### config.mk
export PLATFORM = sky130hd
export DESIGN_NAME = alu_issue_stage
export DESIGN_NICKNAME = d
export VERILOG_FILES = /design/src/rtl/alu_issue_stage.sv
export SDC_FILE = /design/constraint.sdc
export NUM_CORES = 1
export LEC_CHECK = 0
export ABC_AREA = 0
export CAP_MARGIN = 15
export CORE_UTILIZATION = 42
export CTS_CLUSTER_SIZE = 40
export DETAILED_ROUTE_END_ITERATION = 8
export PLACE_DENSITY = 0.74
export SKIP_CTS_REPAIR_TIMING = 1
export SYNTH_ARGS = -nofsm -noshare
export SYNTH_HDL_FRONTEND = slang
export SYNTH_SLANG_ARGS = --single-unit
### constraint.sdc
create_clock -name clk -period 2.75 [get_ports clk]
set_clock_uncertainty 0.2 [all_clocks]
set_input_delay 0.55 -clock clk [delete_from_list [all_inputs] [get_ports clk]]
set_output_delay 0.55 -clock clk [all_outputs]
set_load 0.03 [all_outputs]
### src/rtl/alu_issue_stage.sv
// Two-entry skid buffer that issues ALU operations, with writeback forwarding applied at capture.
// Latency 1 cycle. in_ready is a registered signal and deasserts only while both entries are held.
package alu_pkg;
    typedef enum logic [3:0] {
        ALU_AND = 4'd0,
        ALU_OR  = 4'd1,
        ALU_ADD = 4'd2,
        ALU_SUB = 4'd3,
        ALU_XOR = 4'd4,
        ALU_SLT = 4'd5,
        ALU_SLL = 4'd6,
        ALU_SRL = 4'd7
    } alu_control_t;
endpackage

module alu_issue_stage
    import alu_pkg::*;
#(
    parameter int N = 32
) (
    input  logic         clk,
    input  logic         rst_n,
    input  logic         flush,
    input  logic         in_valid,
    output logic         in_ready,
    input  logic [N-1:0] in_a,
    input  logic [N-1:0] in_b,
    input  logic [4:0]   in_rs1,
    input  logic [4:0]   in_rs2,
    input  logic         in_b_is_imm,
    input  alu_control_t in_control,
    input  logic [4:0]   in_rd,
    input  logic         fwd_valid,
    input  logic [4:0]   fwd_rd,
    input  logic [N-1:0] fwd_result,
    output logic         out_valid,
    input  logic         out_ready,
    output logic [N-1:0] alu_a,
    output logic [N-1:0] alu_b,
    output alu_control_t alu_control,
    output logic [4:0]   out_rd,
    output logic [1:0]   occupancy,
    output logic [15:0]  issued_count
);

    typedef enum logic [1:0] {EMPTY = 2'd0, ONE = 2'd1, FULL = 2'd2} state_t;

    state_t       state_q, state_d;
    logic         head_vld_q, head_vld_d, skid_vld_q, skid_vld_d;
    logic         in_ready_q, in_ready_d;
    logic [N-1:0] head_a_q, head_a_d, head_b_q, head_b_d;
    logic [N-1:0] skid_a_q, skid_a_d, skid_b_q, skid_b_d;
    alu_control_t head_ctl_q, head_ctl_d, skid_ctl_q, skid_ctl_d;
    logic [4:0]   head_rd_q, head_rd_d, skid_rd_q, skid_rd_d;
    logic [15:0]  cnt_q, cnt_d;

    logic         in_fire, out_fire;
    logic         fwd_hit;
    logic [N-1:0] cap_a, cap_b;

    assign in_fire  = in_valid & in_ready_q;
    assign out_fire = head_vld_q & out_ready;

    // Register 0 is hardwired, so a writeback to it must never be bypassed.
    assign fwd_hit = fwd_valid && (fwd_rd != 5'd0);
    assign cap_a   = (fwd_hit && fwd_rd == in_rs1) ? fwd_result : in_a;
    assign cap_b   = (fwd_hit && !in_b_is_imm && fwd_rd == in_rs2) ? fwd_result : in_b;

    always_comb begin
        state_d    = state_q;
        head_a_d   = head_a_q;
        head_b_d   = head_b_q;
        head_ctl_d = head_ctl_q;
        head_rd_d  = head_rd_q;
        skid_a_d   = skid_a_q;
        skid_b_d   = skid_b_q;
        skid_ctl_d = skid_ctl_q;
        skid_rd_d  = skid_rd_q;
        cnt_d      = cnt_q + {15'd0, out_fire};

        case (state_q)
            EMPTY: begin
                if (in_fire) begin
                    state_d    = ONE;
                    head_a_d   = cap_a;
                    head_b_d   = cap_b;
                    head_ctl_d = in_control;
                    head_rd_d  = in_rd;
                end
            end
            ONE: begin
                if (in_fire && out_fire) begin
                    head_a_d   = cap_a;
                    head_b_d   = cap_b;
                    head_ctl_d = in_control;
                    head_rd_d  = in_rd;
                end else if (in_fire) begin
                    state_d    = FULL;
                    skid_a_d   = cap_a;
                    skid_b_d   = cap_b;
                    skid_ctl_d = in_control;
                    skid_rd_d  = in_rd;
                end else if (out_fire) begin
                    state_d = EMPTY;
                end
            end
            FULL: begin
                if (out_fire) begin
                    state_d    = ONE;
                    head_a_d   = skid_a_q;
                    head_b_d   = skid_b_q;
                    head_ctl_d = skid_ctl_q;
                    head_rd_d  = skid_rd_q;
                end
            end
            default: state_d = EMPTY;
        endcase

        // Flush discards everything, including a transfer happening this same cycle.
        if (flush) begin
            state_d = EMPTY;
            cnt_d   = cnt_q;
        end

        head_vld_d = (state_d != EMPTY);
        skid_vld_d = (state_d == FULL);
        in_ready_d = (state_d != FULL);
    end

    always_ff @(posedge clk or negedge rst_n) begin
        if (!rst_n) begin
            state_q    <= EMPTY;
            head_vld_q <= 1'b0;
            skid_vld_q <= 1'b0;
            in_ready_q <= 1'b1;
            head_a_q   <= '0;
            head_b_q   <= '0;
            head_ctl_q <= ALU_AND;
            head_rd_q  <= '0;
            skid_a_q   <= '0;
            skid_b_q   <= '0;
            skid_ctl_q <= ALU_AND;
            skid_rd_q  <= '0;
            cnt_q      <= '0;
        end else begin
            state_q    <= state_d;
            head_vld_q <= head_vld_d;
            skid_vld_q <= skid_vld_d;
            in_ready_q <= in_ready_d;
            head_a_q   <= head_a_d;
            head_b_q   <= head_b_d;
            head_ctl_q <= head_ctl_d;
            head_rd_q  <= head_rd_d;
            skid_a_q   <= skid_a_d;
            skid_b_q   <= skid_b_d;
            skid_ctl_q <= skid_ctl_d;
            skid_rd_q  <= skid_rd_d;
            cnt_q      <= cnt_d;
        end
    end

    assign in_ready     = in_ready_q;
    assign out_valid    = head_vld_q;
    assign alu_a        = head_a_q;
    assign alu_b        = head_b_q;
    assign alu_control  = head_ctl_q;
    assign out_rd       = head_rd_q;
    assign occupancy    = {skid_vld_q, head_vld_q & ~skid_vld_q};
    assign issued_count = cnt_q;

endmodule

## Word level (Yosys, flattened, before mapping)

Cells that the tools add are included.

| word-level totals | value |
|---|---|
| output and inout bits | 93 |
| bits of input ports | 127 |
| logic and storage cells | 65 |
| register bits | 167 |

| cells by class | value |
|---|---|
| add/sub/neg operators | 1 |
| bitwise logic cells | 5 |
| muxes and demuxes | 25 |
| reduce and logical (&&, ||, !) cells | 12 |
| equality and inequality tests | 9 |

Operator list:

| kind | count |
|---|---|
| 32-bit two-way mux | 8 |
| 32-bit one-hot mux with 3 select lines | 2 |
| 16-bit by 1-bit adder with 16-bit output | 1 |
| 5-bit two-way mux | 3 |
| 5-bit one-hot mux with 3 select lines | 1 |
| 2-bit two-way mux | 6 |
| 4-bit two-way mux | 3 |
| 4-bit one-hot mux with 3 select lines | 1 |
| 5-bit equality test | 2 |
| 2-bit != test (second input constant) | 4 |
| 2-bit one-hot mux with 3 select lines | 1 |
| 1-bit logical AND | 5 |
| 5-bit nonzero test | 1 |
| 2-bit equality test (second input constant) | 2 |
| 4-bit AND reduction | 1 |
| 1-bit AND | 3 |
| 3-bit AND reduction | 1 |
| 3-bit nonzero test | 1 |
| 2-bit by 1-bit equality test with 1-bit output (second input constant) | 1 |
| 2-bit zero test | 1 |
| 1-bit NOT | 2 |
| 2-bit nonzero test | 1 |
| 1-bit zero test | 1 |

## Logic depth before layout (Yosys ltp)

Gate-level depths: netlist (run 1).

| depth | value |
|---|---|
| depth after elaboration | 7 |
| mapped depth | 10 |
| gate-level depth less buffers | 8 |

## Worst setup path before layout (run 1)

No wires, ideal clock.

| timing | value |
|---|---|
| path kind | register to register |
| start point | register head_vld_q, in the netlist out_valid |
| end point | register cnt_q[10], in the netlist issued_count[10] |
| period minus slack after synthesis | 2.614 ns |
| path buffers | 2 |
| path slack | 0.136 ns |
| required time | 2.416 ns |
| setup time | 0.134 ns |
| cell stages (with the launch flop) | 11 |
| arrival | 2.280 ns |
| path through | dfrtp_1 > nand2_1 > clkbuf_1 > clkbuf_1 > inv_1 > ha_1 > ha_1 > nand2b_1 > nor4_1 > nand3_1 > xnor2_1 |

| between the ends | value |
|---|---|
| longest elaborated chain between the ends | 2 |

Ends and longest elaborated chain:

| what | RTL line | source |
|---|---|---|
| start: declaration | 49 | `logic head_vld_q, head_vld_d, skid_vld_q, skid_vld_d;` |
| start signal: assignment | 147 | `head_vld_q <= head_vld_d;` |
| 1-bit AND | 62 | `assign out_fire = head_vld_q & out_ready;` |
| 16-bit by 1-bit adder with 16-bit output | 79 | `cnt_d = cnt_q + {15'd0, out_fire};` |
| end signal: assignment | 158 | `cnt_q <= cnt_d;` |
| end: declaration | 55 | `logic [15:0] cnt_q, cnt_d;` |

No other way between the ends.
A chain may end at the register's enable or synchronous reset.

## Final worst setup path (run 1)

| timing | value |
|---|---|
| start point | register in_ready_q, in the netlist in_ready |
| end point | output port in_ready |

RTL lines:

| what | RTL line | source |
|---|---|---|
| start: declaration | 50 | `logic in_ready_q, in_ready_d;` |
| start signal: assignment | 149 | `in_ready_q <= in_ready_d;` |
| end: declaration | 25 | `output logic in_ready,` |

No word-level cell between the ends.

==> impl_metrics.yaml, run 1 <==
min_path:
  hp-start: "issued_count[15]"
  hold_path_end: "issued_count[15]"
  holdCritPathClass: "reg -> reg"
  hold-path-cell-count: 1
timing:
  worstMarginPinSlew_ps: 528
  finalWorstSetupSlack_ps: 358
  rsz0062_at_grt: "no"
  setup_violations: 0
  hold_viol_final: 0
  slew_headroom_pct: 64.8
  final.period_utilization_pct: 87.0
  fmax_ghz: 0.418
  setup_tns_ps: 0
  fin_crit_ps: 2390
  timing.hold.ws_ps: 288
  maxSlewViolCount: 0
final_layout:
  final_common_cell: "clkdlybuf4s50_1"
  layout_common_cells: "218 x clkdlybuf4s50_1, 164 x dfrtp_1, 128 x a31oi_1, 116 x o31ai_1"
  drive_gt1_share_pct: 17.8
  final_util_pct: 59.3
  finalNetCount: 1149
  antennaDiodeCount: 0
  areaGrowthSynthToFinish_pct: 38.9
cts:
  cts_made_buffers: 17
  cts_tree: "done"
  htree_levels: 4
  clockBufferDepth: 2
  cts.clk_slew.worst_paths_ps: 60
  cts_root_buffer: "clkbuf_16"
  cts.sinks: 167
  insertion_delay_ps: 420
worst_setup_path:
  rr_endpoint: "issued_count[10]"
  path_max_fanout: 4
  critPathCaptureType: "output pin"
  worst-endpoint-required_ps: 2000
  r2r_slack_ps: 690
  crit_chain: "clkdlybuf4s50_1"
  r2r_start: "out_valid"
  worstPathArrival_ps: 1640
  start_kind: "flop"
  worst-path-buf-inv: 1
  critPathTopFamily: "buffers and inverters"
  slowest_stage: "clkdlybuf4s50_1"
  reg2reg_depth: 9
  cpPeakStageDelay_ps: 670
  path_class: "reg -> out"
logic_synthesis:
  synth.avg_cell_area_um2: 10.3
  synth_edf_count: 0
  synth_xor_area_share_pct: 2.44
  synth_top_family_by_area: "compound AO/OA/AOI/OAI gates"
  yosys_warnings: 0
  syn_inst: 837
  synth-seq-cells: 167
  netlist_area_um2: 8610
  synthesis.nets: 966
  synth_compound_area_share_pct: 22.6
  muxShareOfSynthArea_pct: 2.62
  synthAdderAreaFrac_pct: 0.291
  synth-simple-area-share_pct: 18.0
  synth_cell_type_count: 40
  synthFlopType: "dfrtp_1"
  seq_area_frac_synth_pct: 48.5
  synthArstFlopShare_pct: 100
global_route:
  antenna_found_initial: 0
  grt_remaining_overflow: 0
  grt_pass1_vias: 7847
  met1_usage_pct: 39.4
  grt_max_degree: 75
  grt_use_met2_pct: 41.6
  top_usage_layer: "met2"
  met3_usage_pct: 3.87
  grt_pass1_wl_um: 44900
  track_usage_pct: 27.3
power:
  leakage_nw: 4.38
  powerDensity_nw_per_um2: 766
  vdd_drop_max_mv: 0.344
  fin_total_pwr_mw: 9.17
floorplan:
  die_w_um: 145
  core_um2: 20200
  die_h_um: 145
  io_pins: 220
  start_util_pct: 42.7
  rows: 52
  fp.dieArea_um2: 21100
flow_run:
  maxCapViolCount: 0
route:
  detail-route-antenna-nets: 0
  finalWirelength_um: 28900
  wl_per_cell_um: 22.1
  first_pass_iters: 5
  drt-initial-drc-count: 670
  drc: 0
  vias_per_cell: 6.29
  vias: 8191
placed_design:
  pre_cts_ws_ps: 11.2
  port_buffers: 219
  hpwl_um: 18900
  gp_congestion: 0.848
outcome:
  status: "finished clean"
per-layer routing:
metal | up-vias | share of wire, %
li1 | 3677 | -
met4 | 0 | 2.7
met2 | 428 | 47
met1 | 4034 | 43
met5 | - | 0
met3 | 52 | 7.7
synthesized netlist by cell type (2+ instances only):
| cell type | count | area, µm² |
|---|---|---|
| a21oi_1 | 12 | 60.1 |
| a31oi_1 | 128 | 801 |
| and3_1 | 2 | 12.5 |
| and4_1 | 2 | 17.5 |
| buf_1 | 7 | 26.3 |
| buf_2 | 14 | 70.1 |
| buf_4 | 3 | 22.5 |
| buf_6 | 6 | 67.6 |
| clkbuf_1 | 72 | 270 |
| dfrtp_1 | 166 | 4150 |
| ha_1 | 2 | 25.0 |
| inv_1 | 5 | 18.8 |
| mux2_2 | 12 | 135 |
| mux2i_1 | 9 | 90.1 |
| nand2_1 | 8 | 30.0 |
| nand2b_1 | 2 | 12.5 |
| nand3_1 | 4 | 20.0 |
| nand4_1 | 68 | 425 |
| nor2_1 | 72 | 270 |
| nor3_1 | 10 | 50.1 |
| o31ai_1 | 116 | 871 |
| o31ai_2 | 12 | 150 |
| or2_2 | 3 | 18.8 |
| or4b_2 | 64 | 641 |
| xnor2_1 | 19 | 166 |
| xor2_1 | 5 | 43.8 |
worst max-delay path by stage:
stage               startpoint                to  slack (ps)  cells after the start
floorplan            out_valid  issued_count[10]         140                     10
global placement     fwd_rd[1]          alu_b[9]          40                      6
detailed placement   out_ready  issued_count[10]          10                     10
CTS                   in_ready          in_ready         330                      1
global route         out_valid      occupancy[0]         320                      2
finish                in_ready          in_ready         360                      1
flip-flops by register name, indices dropped and copies added, names as in the netlist:
name / flops
skid_b_q: 32
alu_a: 32
skid_rd_q: 5
out_rd: 5
out_valid: 1
skid_ctl_q: 4
skid_vld_q: 1
skid_a_q: 32
issued_count: 16
state_q: 2
alu_control: 4
in_ready: 1
alu_b: 32
power by group:
part | internal (mW) | total, mW | switching [mW]
combinational | 1.36 | 3.08 | 1.72
clock | 1.40 | 2.43 | 1.03
sequential | 3.22 | 3.65 | 0.434
layout make-up:
cell class	instances	area, µm²
Fill cell	1739	8210
Sequential cell	167	4180
Multi-Input combinational cell	563	4000
Timing Repair Buffer	266	2820
Clock buffer	20	457
Tap cell	270	338
Clock inverter	12	139
Inverter	5	18.8
worst register-to-register path, delay by kind of cell (launching register included):
family | cells | cell delay [ps]
xor gates and xnor gates | 1 | 130
adders and majority gates | 2 | 340
buffers and inverters | 2 | 310
DFF | 1 | 390
and+or+nand+nor | 4 | 590
cell families (layout without fill, tap and decap cells):
| family | Yosys count | after routing |
|---|---|---|
| adder cells (fa/ha/maj) | 2 | 2 |
| AND/OR/NAND/NOR | 241 | 241 |
| flip-flops | 167 | 167 |
| buffers and inverters | 107 | 303 |
| AO/OA/AOI/OAI | 275 | 275 |
| multiplexers | 21 | 21 |
| XOR/XNOR | 24 | 24 |
stage by stage:
stage / instance area [µm²] / instances
floorplan: 8610 / 837
global placement: 11400 / 1270
detailed placement: 11400 / 1270
CTS: 12000 / 1302
global route: 12000 / 1303
finish: 12000 / 1303
Note: power is estimated with default switching activity, not from simulation.
==> run 2, diff against run 1 <==
--- a/config.mk
+++ b/config.mk
@@ -6,6 +6,7 @@
 export NUM_CORES = 1
 export LEC_CHECK = 0
 export ABC_AREA = 0
+export ABC_CLOCK_PERIOD_IN_PS = 2750
 export CAP_MARGIN = 15
 export CORE_UTILIZATION = 42
 export CTS_CLUSTER_SIZE = 40
==> constraint.sdc (replaced) <==
create_clock -name clk -period 2.75 [get_ports clk]
set_clock_uncertainty 0.2 [all_clocks]
set_input_delay 0.55 -clock clk [delete_from_list [all_inputs] [get_ports clk]]
set_output_delay 0.55 -clock clk [all_outputs]
set_load 0.1 [all_outputs]
==> impl_metrics.yaml, run 2 (synthesis results as in run 1) <==
outcome:
  status: "finished clean"
timing:
  fin_crit_ps: 2350
  hold_viol_final: 0
  worstMarginPinSlew_ps: 661
  finalWorstSetupSlack_ps: 405
  final.period_utilization_pct: 85.3
  rsz0062_at_grt: "no"
  setup_tns_ps: 0
  fmax_ghz: 0.426
  slew_headroom_pct: 55.9
  timing.hold.ws_ps: 286
  maxSlewViolCount: 0
  setup_violations: 0
cts:
  clockBufferDepth: 2
  htree_levels: 4
  cts.sinks: 167
  cts.clk_slew.worst_paths_ps: 70
  insertion_delay_ps: 420
  cts_tree: "done"
  cts_root_buffer: "clkbuf_16"
  cts_made_buffers: 17
floorplan:
  die_w_um: 145
  io_pins: 220
  rows: 52
  die_h_um: 145
  fp.dieArea_um2: 21100
  core_um2: 20200
  start_util_pct: 42.7
placed_design:
  hpwl_um: 18600
  gp_congestion: 0.827
  dp.cells: 1266
  pre_cts_ws_ps: -24.0
  port_buffers: 219
global_route:
  grt_remaining_overflow: 0
  top_usage_layer: "met2"
  grt_max_degree: 89
  grt_pass1_wl_um: 46200
  met3_usage_pct: 5.31
  met1_usage_pct: 38.8
  grt_use_met2_pct: 43.3
  antenna_found_initial: 0
  grt_pass1_vias: 8079
  track_usage_pct: 28.1
power:
  sw_frac_of_total_pct: 44.6
  power_switching_mw: 4.90
  combPwrFrac_pct: 42.1
  p_clk_share_pct: 24.3
  p_int_mw: 6.08
  powerDensity_nw_per_um2: 933
  power_frac_seq_pct: 33.5
  vdd_drop_max_mv: 0.420
  leakage_nw: 4.45
route:
  detail-route-antenna-nets: 0
  vias: 8331
  vias_per_cell: 6.41
  finalWirelength_um: 29700
  drc: 0
  first_pass_iters: 5
  wl_per_cell_um: 22.9
  drt-initial-drc-count: 818
worst_setup_path:
  cpPeakStageDelay_ps: 590
  worstPathArrival_ps: 2490
  path_max_fanout: 35
  critPathCaptureType: "flop"
  slowest_stage: "or4_4"
  path_class: "in -> reg"
  reg2reg_depth: 5
  start_kind: "primary input"
  r2r_start: "in_ready"
  worst-path-buf-inv: 3
  rr_endpoint: "skid_b_q[31]"
  critPathTopFamily: "buffers and inverters"
  worst-endpoint-required_ps: 2890
  crit_chain: "clkdlybuf4s50_1 -> or4_4 -> o21ai_4 -> buf_12 -> buf_4 -> o31ai_1 -> a31oi_1"
  r2r_slack_ps: 650
final_layout:
  final_common_cell: "dfrtp_1"
  antennaDiodeCount: 0
  layout_common_cells: "163 x dfrtp_1, 128 x a31oi_1, 125 x clkdlybuf4s50_1, 116 x o31ai_1, 113 x buf_4"
  stdcell_count: 1299
  drive_gt1_share_pct: 26.7
  areaGrowthSynthToFinish_pct: 36.5
  finalNetCount: 1145
min_path:
  hp-start: "issued_count[13]"
  holdCritPathClass: "reg -> reg"
  hold-path-cell-count: 1
  hold_path_end: "issued_count[13]"
flow_run:
  maxCapViolCount: 0
==> run 2: cell count changes in the layout (fill, tap and decap cells not counted), sizes merged, moves of 2 or more <==
cell,previous run,this run
clkbuf,20,18
clkdlybuf4s50,218,125
buf,47,136
bufinv,2,5
==> run 2: power groups by stage <==
stage / clock network (mW) / logic, mW / registers, mW
3_5_place_dp: 0 / 4.62 / 3.71
4_1_cts: 2.69 / 4.63 / 3.67
6_report: 2.67 / 4.63 / 3.68
5_1_grt: 2.80 / 4.83 / 3.76
3_3_place_gp: 0 / 4.57 / 3.67
2_1_floorplan: 0 / 1.18 / 5.78
==> run 2: final cells by class <==
type | count | area [µm²]
multi-input combinational | 563 | 4010
tap | 270 | 338
clock buffer | 18 | 429
inverter | 5 | 18.8
clock inverter | 14 | 219
sequential | 167 | 4190
timing repair buffer | 262 | 2560
fill | 1757 | 8410
==> run 2: layer usage <==
metal | wire [µm] | vias to the layer above
li1 | - | 3672
met1 | 12400 | 4145
met2 | 13800 | 455
met3 | 2540 | 59
met4 | 974 | 0
met5 | 0 | -
==> run 2: metrics by stage <==
step | area (µm²) | power [mW] | util (%)
finish | 11800 | 11.0 | 58.3
global placement | 11100 | 8.24 | 55.0
floorplan | 8620 | 6.97 | -
detailed placement | 11100 | 8.32 | 55.0
CTS | 11700 | 11.0 | 58.3
global route | 11800 | 11.4 | 58.3
==> run 2: worst reg2reg max path, stage by stage, from the launching register on <==
cell and delay [ps]:
dfstp_2 560, nand3b_1 320, nor2_4 270, buf_12 360, nor2_1 120, a31oi_1 190
==> run 2: worst max path at each step <==
stage,end,cells after the start,startpoint,slack (ps)
2_1_floorplan,issued_count[10],10,out_valid,-10
3_3_place_gp,alu_b[7],6,fwd_rd[1],40
3_5_place_dp,skid_a_q[25],7,fwd_rd[1],-20
4_1_cts,alu_a[25],7,fwd_rd[1],420
5_1_grt,issued_count[10],10,out_ready,320
6_report,alu_a[25],7,fwd_rd[1],400
